## src/rtl/cpu_controller_pkg.sv

```systemverilog
// cpu_controller_pkg
//   Shared encodings for the simple CPU: controller state enum, instruction
//   class / sub-operation codes, register-field selects, writeback source
//   selects and memory command codes. Imported by the controller, decoder
//   and datapath so that all three agree on every encoding.
package cpu_controller_pkg;

    typedef enum logic [4:0] {
        S_RST        = 5'd0,
        S_IF1        = 5'd1,
        S_IF2        = 5'd2,
        S_UPDATE_PC  = 5'd3,
        S_DECODE     = 5'd4,
        S_GET_A      = 5'd5,
        S_GET_B      = 5'd6,
        S_EXEC       = 5'd7,
        S_WRITE_REG  = 5'd8,
        S_WRITE_IMM  = 5'd9,
        S_LOAD_ADDR  = 5'd10,
        S_MEM_READ   = 5'd11,
        S_MEM_WB     = 5'd12,
        S_STR_GET_RD = 5'd13,
        S_STR_PASS   = 5'd14,
        S_WRITE_MEM  = 5'd15,
        S_HALT       = 5'd16
    } state_t;

    // Instruction classes (opcode field)
    localparam logic [2:0] OPC_MOV  = 3'b110;
    localparam logic [2:0] OPC_ALU  = 3'b101;
    localparam logic [2:0] OPC_LDR  = 3'b011;
    localparam logic [2:0] OPC_STR  = 3'b100;
    localparam logic [2:0] OPC_HALT = 3'b111;

    // Sub-operations (op field)
    localparam logic [1:0] OP_MOV_REG = 2'b00;
    localparam logic [1:0] OP_MOV_IMM = 2'b10;
    localparam logic [1:0] OP_ADD     = 2'b00;
    localparam logic [1:0] OP_CMP     = 2'b01;
    localparam logic [1:0] OP_AND     = 2'b10;
    localparam logic [1:0] OP_MVN     = 2'b11;
    localparam logic [1:0] OP_MEM     = 2'b00;

    // One-hot register-field select
    localparam logic [2:0] NSEL_NONE = 3'b000;
    localparam logic [2:0] NSEL_RN   = 3'b001;
    localparam logic [2:0] NSEL_RD   = 3'b010;
    localparam logic [2:0] NSEL_RM   = 3'b100;

    // Writeback source select (2'b01 is reserved)
    localparam logic [1:0] VSEL_C     = 2'b00;
    localparam logic [1:0] VSEL_IMM8  = 2'b10;
    localparam logic [1:0] VSEL_MDATA = 2'b11;

    // Memory command
    localparam logic [1:0] MEM_NONE  = 2'b00;
    localparam logic [1:0] MEM_READ  = 2'b01;
    localparam logic [1:0] MEM_WRITE = 2'b10;

endpackage

```

## src/rtl/cpu_controller.sv

```systemverilog
// cpu_controller
//   Moore FSM sequencing fetch, decode, execute and memory access for the
//   simple CPU datapath.
//
//   state        | meaning
//   -------------+------------------------------------------------
//   RST          | reset PC to zero
//   IF1          | present PC on address bus, start read
//   IF2          | keep reading, latch instruction register
//   UPDATE_PC    | PC <= PC + 1
//   DECODE       | branch on {opcode, op}
//   GET_A        | Rn -> A
//   GET_B        | Rm -> B
//   EXEC         | ALU/shifter result -> C (or status for CMP)
//   WRITE_REG    | C -> Rd
//   WRITE_IMM    | sximm8 -> Rn
//   LOAD_ADDR    | C -> data address register
//   MEM_READ     | read data memory at data address
//   MEM_WB       | mdata -> Rd
//   STR_GET_RD   | Rd -> B
//   STR_PASS     | pass B through ALU into C (store data)
//   WRITE_MEM    | write C to data memory
//   HALT         | stopped until reset
//
//   Ports
//     clk, reset_n        clock, asynchronous active-low reset
//     opcode, op          instruction class and sub-operation from the IR
//     nsel                one-hot register field select (Rn/Rd/Rm)
//     loada..loads, write datapath register enables and regfile write
//     asel, bsel          A zero select, B sximm5 select
//     vsel                writeback source select
//     load_ir, load_pc, reset_pc, addr_sel, load_addr   fetch/address control
//     mem_cmd             memory command (none/read/write)
//     halted              high only in HALT
module cpu_controller
    import cpu_controller_pkg::*;
(
    input  logic       clk,
    input  logic       reset_n,
    input  logic [2:0] opcode,
    input  logic [1:0] op,
    output logic [2:0] nsel,
    output logic       loada,
    output logic       loadb,
    output logic       loadc,
    output logic       loads,
    output logic       write,
    output logic       asel,
    output logic       bsel,
    output logic [1:0] vsel,
    output logic       load_ir,
    output logic       load_pc,
    output logic       reset_pc,
    output logic       addr_sel,
    output logic       load_addr,
    output logic [1:0] mem_cmd,
    output logic       halted
);

    state_t state;
    state_t state_nxt;

    always_ff @(posedge clk or negedge reset_n) begin
        if (!reset_n) state <= S_RST;
        else          state <= state_nxt;
    end

    always_comb begin
        state_nxt = state;
        unique case (state)
            S_RST:       state_nxt = S_IF1;
            S_IF1:       state_nxt = S_IF2;
            S_IF2:       state_nxt = S_UPDATE_PC;
            S_UPDATE_PC: state_nxt = S_DECODE;
            S_DECODE: begin
                state_nxt = S_IF1;  // unrecognised codes act as NOP
                case (opcode)
                    OPC_HALT: state_nxt = S_HALT;
                    OPC_MOV: begin
                        if (op == OP_MOV_IMM)      state_nxt = S_WRITE_IMM;
                        else if (op == OP_MOV_REG) state_nxt = S_GET_B;
                    end
                    OPC_ALU: state_nxt = (op == OP_MVN) ? S_GET_B : S_GET_A;
                    OPC_LDR, OPC_STR: begin
                        if (op == OP_MEM) state_nxt = S_GET_A;
                    end
                    default: state_nxt = S_IF1;
                endcase
            end
            S_GET_A:     state_nxt = (opcode == OPC_ALU) ? S_GET_B : S_EXEC;
            S_GET_B:     state_nxt = S_EXEC;
            S_EXEC: begin
                case (opcode)
                    OPC_MOV:          state_nxt = S_WRITE_REG;
                    OPC_ALU:          state_nxt = (op == OP_CMP) ? S_IF1 : S_WRITE_REG;
                    OPC_LDR, OPC_STR: state_nxt = S_LOAD_ADDR;
                    default:          state_nxt = S_IF1;
                endcase
            end
            S_WRITE_REG:  state_nxt = S_IF1;
            S_WRITE_IMM:  state_nxt = S_IF1;
            S_LOAD_ADDR:  state_nxt = (opcode == OPC_LDR) ? S_MEM_READ : S_STR_GET_RD;
            S_MEM_READ:   state_nxt = S_MEM_WB;
            S_MEM_WB:     state_nxt = S_IF1;
            S_STR_GET_RD: state_nxt = S_STR_PASS;
            S_STR_PASS:   state_nxt = S_WRITE_MEM;
            S_WRITE_MEM:  state_nxt = S_IF1;
            S_HALT:       state_nxt = S_HALT;
            default:      state_nxt = S_RST;
        endcase
    end

    // Output decode. EXEC is the one state whose operand selects depend on
    // the instruction; the IR is held from UPDATE_PC to the next IF2, so
    // these outputs stay constant for the whole EXEC cycle.
    always_comb begin
        nsel      = NSEL_NONE;
        loada     = 1'b0;
        loadb     = 1'b0;
        loadc     = 1'b0;
        loads     = 1'b0;
        write     = 1'b0;
        asel      = 1'b0;
        bsel      = 1'b0;
        vsel      = VSEL_C;
        load_ir   = 1'b0;
        load_pc   = 1'b0;
        reset_pc  = 1'b0;
        addr_sel  = 1'b0;
        load_addr = 1'b0;
        mem_cmd   = MEM_NONE;
        halted    = 1'b0;
        unique case (state)
            S_RST: begin
                reset_pc = 1'b1;
                load_pc  = 1'b1;
            end
            S_IF1: begin
                addr_sel = 1'b1;
                mem_cmd  = MEM_READ;
            end
            S_IF2: begin
                addr_sel = 1'b1;
                mem_cmd  = MEM_READ;
                load_ir  = 1'b1;
            end
            S_UPDATE_PC: load_pc = 1'b1;
            S_DECODE: ;
            S_GET_A: begin
                nsel  = NSEL_RN;
                loada = 1'b1;
            end
            S_GET_B: begin
                nsel  = NSEL_RM;
                loadb = 1'b1;
            end
            S_EXEC: begin
                case (opcode)
                    OPC_MOV: begin
                        asel  = 1'b1;
                        loadc = 1'b1;
                    end
                    OPC_ALU: begin
                        if (op == OP_CMP) loads = 1'b1;
                        else              loadc = 1'b1;
                    end
                    OPC_LDR, OPC_STR: begin
                        bsel  = 1'b1;
                        loadc = 1'b1;
                    end
                    default: ;
                endcase
            end
            S_WRITE_REG: begin
                nsel  = NSEL_RD;
                vsel  = VSEL_C;
                write = 1'b1;
            end
            S_WRITE_IMM: begin
                nsel  = NSEL_RN;
                vsel  = VSEL_IMM8;
                write = 1'b1;
            end
            S_LOAD_ADDR: load_addr = 1'b1;
            S_MEM_READ:  mem_cmd   = MEM_READ;
            S_MEM_WB: begin
                mem_cmd = MEM_READ;
                nsel    = NSEL_RD;
                vsel    = VSEL_MDATA;
                write   = 1'b1;
            end
            S_STR_GET_RD: begin
                nsel  = NSEL_RD;
                loadb = 1'b1;
            end
            S_STR_PASS: begin
                asel  = 1'b1;
                loadc = 1'b1;
            end
            S_WRITE_MEM: mem_cmd = MEM_WRITE;
            S_HALT:      halted  = 1'b1;
            default: ;
        endcase
    end

endmodule

```

## config.mk

```make
export PLATFORM = sky130hd
export DESIGN_NAME = cpu_controller
export DESIGN_NICKNAME = d
export VERILOG_FILES = /design/src/rtl/cpu_controller_pkg.sv /design/src/rtl/cpu_controller.sv
export SDC_FILE = /design/constraint.sdc
export NUM_CORES = 1
export LEC_CHECK = 0
export ABC_CLOCK_PERIOD_IN_PS = 4000
export CORE_MARGIN = 10
export CORE_UTILIZATION = 46
export CTS_CLUSTER_DIAMETER = 80
export DETAILED_ROUTE_END_ITERATION = 8
export GPL_TIMING_DRIVEN = 0
export PLACE_DENSITY = 0.94
export SETUP_SLACK_MARGIN = 0.05
export SLEW_MARGIN = 20
export SYNTH_ARGS = -nofsm -noshare
export SYNTH_HDL_FRONTEND = slang
export SYNTH_SLANG_ARGS = --single-unit
```

## constraint.sdc

```tcl
create_clock -name clk -period 4 [get_ports clk]
set_input_delay 1.2 -clock clk [delete_from_list [all_inputs] [get_ports clk]]
set_output_delay 1.2 -clock clk [all_outputs]
set_load 0.005 [all_outputs]
```

### Yosys cells after proc, flatten, opt, wreduce, memory -nomap -nowiden

Index checks and enable logic that the tools add are counted.

| storage, ports and cells | value |
|---|---|
| register bits | 5 |
| bits in latches | 0 |
| RAM bits | 0 |
| ROM bits | 0 |
| input port bits | 7 |
| output and inout port bits | 20 |
| logic and storage cells | 69 |
| memories kept | 0 |

| operators by class | value |
|---|---|
| $add $sub $neg | 0 |
| $mul | 0 |
| divide/modulo/power cells | 0 |
| $lt $le $gt $ge | 0 |
| equal/unequal tests | 24 |
| shift operators | 0 |
| muxes and demuxes | 32 |
| bitwise logic cells | 0 |
| reductions and logical operators | 12 |

Operator list:

| cell | number |
|---|---|
| case mux 5 bit (13 select lines) | 1 |
| == test 5 x 4 -> 1 bit (second input constant) | 8 |
| == test 5 x 3 -> 1 bit (second input constant) | 4 |
| case mux 5 bit (4 select lines) | 1 |
| 2-to-1 mux 1 bit | 17 |
| == test 3 bit (second input constant) | 4 |
| case mux 4 bit (3 select lines) | 1 |
| == test 5 x 2 -> 1 bit (second input constant) | 2 |
| OR reduction 2 bit | 5 |
| 2-to-1 mux 3 bit | 3 |
| case mux 3 bit (3 select lines) | 1 |
| OR reduction 3 bit | 3 |
| 2-to-1 mux 4 bit | 2 |
| case mux 2 bit (2 select lines) | 2 |
| case mux 1 bit (2 select lines) | 3 |
| == test 5 x 1 -> 1 bit (second input constant) | 1 |
| == test 5 bit (second input constant) | 1 |
| logical NOT 5 bit | 1 |
| OR reduction 5 bit | 1 |
| == test 2 bit (second input constant) | 2 |
| OR reduction 4 bit | 1 |
| == test 3 x 2 -> 1 bit (second input constant) | 1 |
| == test 2 x 1 -> 1 bit (second input constant) | 1 |
| logical NOT 2 bit | 1 |
| 2-to-1 mux 2 bit | 1 |

### Longest topological paths before layout

Gate-level depths: netlist of run 1.

| depth | value |
|---|---|
| word-level depth | 5 |
| depth in mapped cells | 5 |
| depth with buffers taken out | 4 |

### Worst setup path after synthesis of run 1

No wires, ideal clock.

| timing | value |
|---|---|
| path type | input to output |
| start point | input port opcode[0] |
| end point | output port loadc |
| arrival time | 1862 ps |
| required time | 2800 ps |
| path slack | 938 ps |
| cell stages on the path | 5 |
| path buffers | 1 |
| cells stage by stage | buf_2 -> nand3b_1 -> o221ai_1 -> nand2_1 -> a21oi_1 |

| between the ends | value |
|---|---|
| cells in the longest elaborated chain, start to end | 4 |
| elaborated cells on any way between the ends | 7 |
| those cells by class | eq/ne (4); mux (2); reduce/logical (1) |

Ends and longest elaborated chain:

| what | RTL line | RTL |
|---|---|---|
| from (decl) | cpu_controller.sv:40 | `input logic [2:0] opcode,` |
| == test 3 x 2 -> 1 bit or == test 3 bit (tied branches) | cpu_controller.sv:158 | `case (opcode)` |
| OR reduction 3 bit (no source line) | - |  |
| case mux 1 bit (2 select lines) (*) | cpu_controller.sv:158 |  |
| case mux 1 bit (2 select lines) (*) | cpu_controller.sv:133 | `unique case (state)` |
| to (decl) | cpu_controller.sv:45 | `output logic loadc,` |

Mark *: on every way between the ends. The rest lies on a longest branch, timed or not.

### Worst setup path after layout of run 1

| timing | value |
|---|---|
| start point | input port opcode[0] |
| end point | output port loads |

| between the ends | value |
|---|---|
| cells in the longest elaborated chain, start to end | 3 |

Ends and longest elaborated chain:

| what | RTL line | RTL |
|---|---|---|
| == test 3 bit | cpu_controller.sv:158 |  |
| 2-to-1 mux 1 bit | cpu_controller.sv:158 |  |
| 2-to-1 mux 1 bit | cpu_controller.sv:133 |  |
| to (decl) | cpu_controller.sv:46 | `output logic loads,` |

Every way passes these cells.

==> results.sh, run 1 <==
export IMPL_clockRootBuffer="clkbuf_4"
export IMPL_r2r_end="state[0]"
export IMPL_clockPowerShare_pct=9.3
export IMPL_synth_cells=102
export IMPL_drt_iter0_drc=42
export IMPL_ctsHoldBuffers=0
export IMPL_grt_setup_unrepaired="false"
export IMPL_slew_headroom_pct=73.04
export IMPL_io_pins=27
export IMPL_num_rows=13
export IMPL_hp_start="state[4]"
export IMPL_drt_wirelength_per_cell_um=14.50
export IMPL_crit_arrival_ps=2670
export IMPL_place_ws_ps=-213.7
export IMPL_seqPwrFrac_pct=15.5
export IMPL_die_h_um=58.64
export IMPL_p_leak_nw=0.4204
export IMPL_dr_pass1_iters=4
export IMPL_powerDensity_mw_per_mm2=643.1
export IMPL_cts_sinks=5
export IMPL_drc_errors=0
export IMPL_dpl_hpwl_mm=1.711
export IMPL_p_int_w=0.0003517
export IMPL_worst_clock_skew_ps=1.848
export IMPL_final_layout_size_suffix_gt1_share_pct=12.69
export IMPL_yosysSeqAreaShare_pct=18.21
export IMPL_synth_edf_count=0
export IMPL_ys_ff_latch=5
export IMPL_areaGrowthSynthToFinish_pct=46.99
export IMPL_p_sw_share_pct=45.83
export IMPL_globalRouteOverflowTotal=0
export IMPL_top_regs="state: 5 flops"
export IMPL_crit_start="opcode[0]"
export IMPL_largest_register_ffs=5
export IMPL_worstSetupEndpointType="output pin"
export IMPL_crit_end="loads"
export IMPL_ir_drop_mv=0.2363
export IMPL_die_w_um=58.64
export IMPL_tritoncts="yes"
export IMPL_synthSimpleGateAreaFrac_pct=45.72
export IMPL_slowest_stage="clkdlybuf4s50_1"
export IMPL_p_comb_share_pct=75.2
export IMPL_ant_nets=0
export IMPL_worst_slack_ps=128.2
export IMPL_crit_type="input port to output pin"
export IMPL_insertion_delay_ps=250
export IMPL_antenna_found_initial=0
export IMPL_grt_pass1_wl_mm=3.967
export IMPL_ys_warn_count=0
export IMPL_finalHoldViolations=0
export IMPL_crit_family="buffers and inverters"
export IMPL_synth_xor_area_share_pct=2.550
export IMPL_synth_mux_area_share_pct=0
export IMPL_h_tree_depth=1
export IMPL_ys_dominant_reg_cell="dfrtp_1"
export IMPL_synth_compound_area_share_pct=25.14
export IMPL_crit_cells=6
export IMPL_status="finished clean"
export IMPL_nets=142
export IMPL_vias_per_cell=5.980
export IMPL_antenna_cells=0
export IMPL_syn_area_um2=686.9
export IMPL_worst_slew_pin_slew_ps=404.4
export IMPL_wl_mm=2.160
export IMPL_p_sw_w=0.0002976
export IMPL_regMostFlops="state"
export IMPL_synth_top_family_by_area="simple AND/OR/NAND/NOR gates"
export IMPL_r2r_start="state[0]"
export IMPL_worstPathRequired_ps=2800
export IMPL_grt_max_degree=11
export IMPL_portBuffers=26
export IMPL_path_max_fanout=3
export IMPL_dr_total_vias=891
export IMPL_drv_cap=0
export IMPL_setup_viol=0
export IMPL_syn_nets=109
export IMPL_die_area_mm2=0.003439
export IMPL_place_gp_congestion=0.8294
export IMPL_timing_hold_worst_class="register to register"
export IMPL_coreArea_mm2=0.001350
export IMPL_grt_pass1_vias=849
export IMPL_start_util_pct=50.88
export IMPL_path_cells="clkdlybuf4s50_1, nor2b_2, and2_1, nand2_1, nor2_1, clkdlybuf4s50_1"
export IMPL_cp_slowest_stage_delay_ps=510
export IMPL_numCtsBuffers=3
export IMPL_critPathLaunchType="input port"
export IMPL_synthAdderAreaFrac_pct=0
export IMPL_final_util_pct=74.79
export IMPL_yosysUniqueCellTypes=35
export IMPL_clk_pin_slew_ps=50
export IMPL_async_reset_ff_share_pct=100.0
export IMPL_max_freq_mhz=258.3
export IMPL_r2r_cells=5
export IMPL_rrSetupSlack_ps=2540
export IMPL_cp_num_buf_inv=2
export IMPL_crit_top_cell="clkdlybuf4s50_1"
export IMPL_syn_avg_cell_area_um2=6.734
export IMPL_maxSlewViolCount=0
export IMPL_fin_crit_sh_pct=96.80
export IMPL_grt_total_usage_pct=14.24
export IMPL_fin_crit_ps=3872
export IMPL_clock_path_buffers=2
==> power groups by stage <==
stage	logic, W	clock network (W)	registers (W)
after floorplan	0.000296	0	0.0000909
after global placement	0.000471	0	0.0000979
after detailed placement	0.000480	0	0.0000992
after CTS	0.000486	0.0000611	0.0000992
after global routing	0.000546	0.0000654	0.000104
final	0.000489	0.0000603	0.000101
==> layer usage <==
layer	wire, µm	vias to the layer above	global-route usage, %
li1	-	434	-
met1	812	393	15.39
met2	1055	62	22.31
met3	272	2	6.223
met4	19	0	8.852
met5	0	-	0
==> tightest hold or removal path, cell delays in order (launching register included) <==
cell     delay, ps
dfrtp_1        370
nor3b_2         90
nand2_1         90
o22ai_1         90
==> cells in the final DEF, fill, tap and decap left out, types with 3 or more instances in the layout <==
master	netlist	layout
clkdlybuf4s50_1	0	20
nor2_1	13	13
nand2_1	10	10
nor3_1	6	6
a21oi_1	6	6
nand2b_1	5	5
dlygate4sd2_1	0	5
dfrtp_1	5	5
buf_4	1	4
inv_1	4	4
nor2b_1	5	4
o22ai_1	4	4
buf_2	4	3
a211oi_1	3	3
nand3_1	3	3
clkbuf_4	0	3
==> kinds of logic after synthesis <==
family                    Yosys count
and+or+nand+nor                    56
AOI/OAI and AO/OA                  26
buffers and inverters              13
DFF                                 5
xor gates and xnor gates            2
==> synthesized netlist by cell type (3+ instances only) <==
| library cell | n | area [µm²] |
|---|---|---|
| a211oi_1 | 3 | 22.52 |
| a21oi_1 | 6 | 30.03 |
| buf_2 | 4 | 20.02 |
| dfrtp_1 | 5 | 125.1 |
| inv_1 | 4 | 15.01 |
| nand2_1 | 10 | 37.54 |
| nand2b_1 | 5 | 31.28 |
| nand3_1 | 3 | 15.01 |
| nor2_1 | 13 | 48.80 |
| nor2b_1 | 5 | 31.28 |
| nor3_1 | 6 | 30.03 |
| o21ai_0 | 3 | 15.01 |
| o22ai_1 | 4 | 25.02 |
==> worst min-delay path by stage <==
stage               endpoint  slack (ps)  depth (start not counted)
finish              state[2]         690                          3
global route        state[2]         740                          3
CTS                 state[2]         690                          3
detailed placement  state[2]         690                          3
global placement    state[2]         670                          3
floorplan           state[2]         610                          3
==> stage by stage <==
step / TNS [ps] / area, µm² / total power (W) / std cells / hold WS, ps
floorplan: 0 / 686.9 / 0.0003867 / 102 / 609.4
global placement: -197.9 / 965.9 / 0.0005688 / 143 / 672.5
detailed placement: -283.0 / 965.9 / 0.0005793 / 143 / 685.8
CTS: 0 / 1005 / 0.0006459 / 149 / 694.4
global route: 0 / 1010 / 0.0007157 / 149 / 741.5
finish: 0 / 1010 / 0.0006493 / 149 / 692.1
==> final cells by class <==
class                           count  area, µm²
Fill cell                          99      340.3
Timing Repair Buffer               28      271.5
Clock buffer                        3      22.52
Inverter                            6      22.52
Multi-Input combinational cell     84      506.7
Tap cell                           15      18.77
Buffer                              7      37.54
Clock inverter                      1      5.005
Sequential cell                     5      125.1
==> timing repair <==
action,CTS,global route
pin swaps,1,0
buffers inserted,2,0
endpoints found under the setup margin,3,2
resized for setup,6,3
Power figures use the tool's default switching activity.
==> run 2: changes to the inputs <==
GPL_ROUTABILITY_DRIVEN = 0   (was unset)
==> results of run 2 <==
Final layout, timing and power as in run 1 (identical DEF).
==> variant, RTL diff (config.mk and constraints of run 1) <==
Make the reset (`reset_n`) synchronous in one clocked block. Comments in the files are not updated.
--- a/src/rtl/cpu_controller.sv
+++ b/src/rtl/cpu_controller.sv
@@ -60,7 +60,7 @@
     state_t state;
     state_t state_nxt;
 
-    always_ff @(posedge clk or negedge reset_n) begin
+    always_ff @(posedge clk) begin
         if (!reset_n) state <= S_RST;
         else          state <= state_nxt;
     end
Function: differs if reset_n is asserted again (counterexample within 4 cycles, from zero or initial values and one cycle with reset_n low); with reset_n held inactive, the same outputs for 10 cycles.
==> variant against run 1 <==
  * First-iteration DRC count shrank 50%
  * Routed wire length grew 14%
  * Utilization shrank 9.2 points
  * Sequential cell count is the same
  * Synthesized area grew 17%
  * Setup slack lost 0.042 ns
  * Final area grew 9.8%
Power is not compared: it rests on default switching activity, and its combinational part moved more than twofold at a synthesized area within 25%.
==> variant: results (changes against run 1) <==
power:
  leakage_nw: 0.4531
finish:
  reg_top3: "state: 5 flops"  # unchanged
  final_nets: 153  # was 142
  drive_above_1_share_pct: 16.55  # was 12.69%
  nFillCells: 166  # was 99
routing:
  drt_iter0_markers: 21  # was 42
  finalWirelength_mm: 2.472  # was 2.160 mm
  vias: 965  # was 891
global_routing:
  grt_usage_pct: 13.38  # was 14.24%
  grt_pass1_wl_mm: 4.133  # was 3.967 mm
  grt_pass1_vias: 946  # was 849
place:
  dpl.hpwl_mm: 1.919  # was 1.711 mm
  port_buffers: 23  # was 26
  place.gp.congestion: 0.9066  # was 0.8294
synth:
  synthTopCellsByArea: "dfxtp_1 (12%), buf_6 (5.6%), nor2_1 (5.6%)"  # was dfrtp_1 (18%), nor2_1 (7.1%), nand2_1 (5.5%)
  syn-num-nets: 123  # was 109
  synth-seq-area-share_pct: 12.40  # was 18.21%
  netlist_top_cells_count: "nor2_1 (12), a21oi_1 (8), nand2b_1 (7)"  # was nor2_1 (13), nand2_1 (10), a21oi_1 (6), nor3_1 (6)
  ys_types: 43  # was 35
  async_reset_ff_share_pct: 0  # was 100.0%
critical_path:
  critPathMaxFanout: 10  # was 3
  cp.arrival_ns: 2.71  # was 2.67 ns
status:
  status: "complete, no violations"  # unchanged
cts:
  htreeDepth: 1  # unchanged
  clk_latency_ns: 0.25  # about the same
  numCtsBuffers: 3  # unchanged
  ctsLongestPathBuffers: 2  # unchanged
timing:
  worst-slew-pin-transition_ns: 0.5541  # was 0.4044 ns
  fin_worst_skew_ns: 0.005310  # was 0.001848 ns
## variant: logic make-up (layout without fill, tap and decap cells)
logic type | after synthesis | in the layout | share of synthesized area, %
buffers and inverters | 16 | 45 | 13.18
DFF | 5 | 5 | 12.40
AOI/OAI and AO/OA | 31 | 31 | 25.43
xor gates and xnor gates | 1 | 1 | 1.085
and+or+nand+nor | 63 | 63 | 47.91
## variant: stage by stage
stage	TNS [ns]	worst slack, ns	instance area (µm²)	std cells
2_1_floorplan	0	0.7354	807.0	116
3_3_place_gp	-0.3828	-0.2656	1059	156
3_5_place_dp	-0.4679	-0.3022	1059	156
4_1_cts	0	0.06495	1096	161
5_1_grt	0	0.0003724	1109	162
6_report	0	0.08606	1109	162
## variant: layout make-up
type / instances / area share [%]
inverters: 2 / 0.6772
multi-input cells: 95 / 55.08
clock inverters: 1 / 0.4515
clock buffers: 3 / 2.032
repair buffers: 25 / 21.67
plain buffers: 14 / 9.142
well taps: 17 / 1.919
flip-flops and latches: 5 / 9.029
## variant: path summary, 6_finish.rpt
| path | start | to | depth (start not counted) | slack (ns) |
|---|---|---|---|---|
| worst max-delay path | opcode[2] | bsel | 6 | 0.09 |
| worst max register to register | state[4] | state[3] | 4 | 2.53 |
| worst min register to register | state[3] | state[2] | 4 | 0.71 |
| worst min-delay path | state[3] | state[2] | 4 | 0.71 |
## variant: critical path, delay by kind of cell
family | cells | cell delay (ns)
simple gates | 3 | 0.36
buf+inv | 3 | 1.16
## variant: where the power goes
part	leakage [nW]	switching (mW)	internal (mW)
combinational	0.394	0.0648	0.0663
clock	0.0177	0.0230	0.0363
sequential	0.0409	0.00276	0.0537
## variant: metal layers
| layer | up-vias | track usage (%) | part of all wire [%] | wire length (µm) |
|---|---|---|---|---|
| li1 | 484 | - | - | - |
| met1 | 448 | 15.07 | 45 | 1108 |
| met2 | 31 | 24.30 | 48 | 1183 |
| met3 | 2 | 4.065 | 6.8 | 168 |
| met4 | 0 | 2.229 | 0.49 | 12 |
| met5 | - | 0 | 0 | 0 |
## variant: timing repair
item / CTS / global route
gates resized for setup: 5 / 4
setup buffers: 1 / 1
setup endpoints to repair: 3 / 3
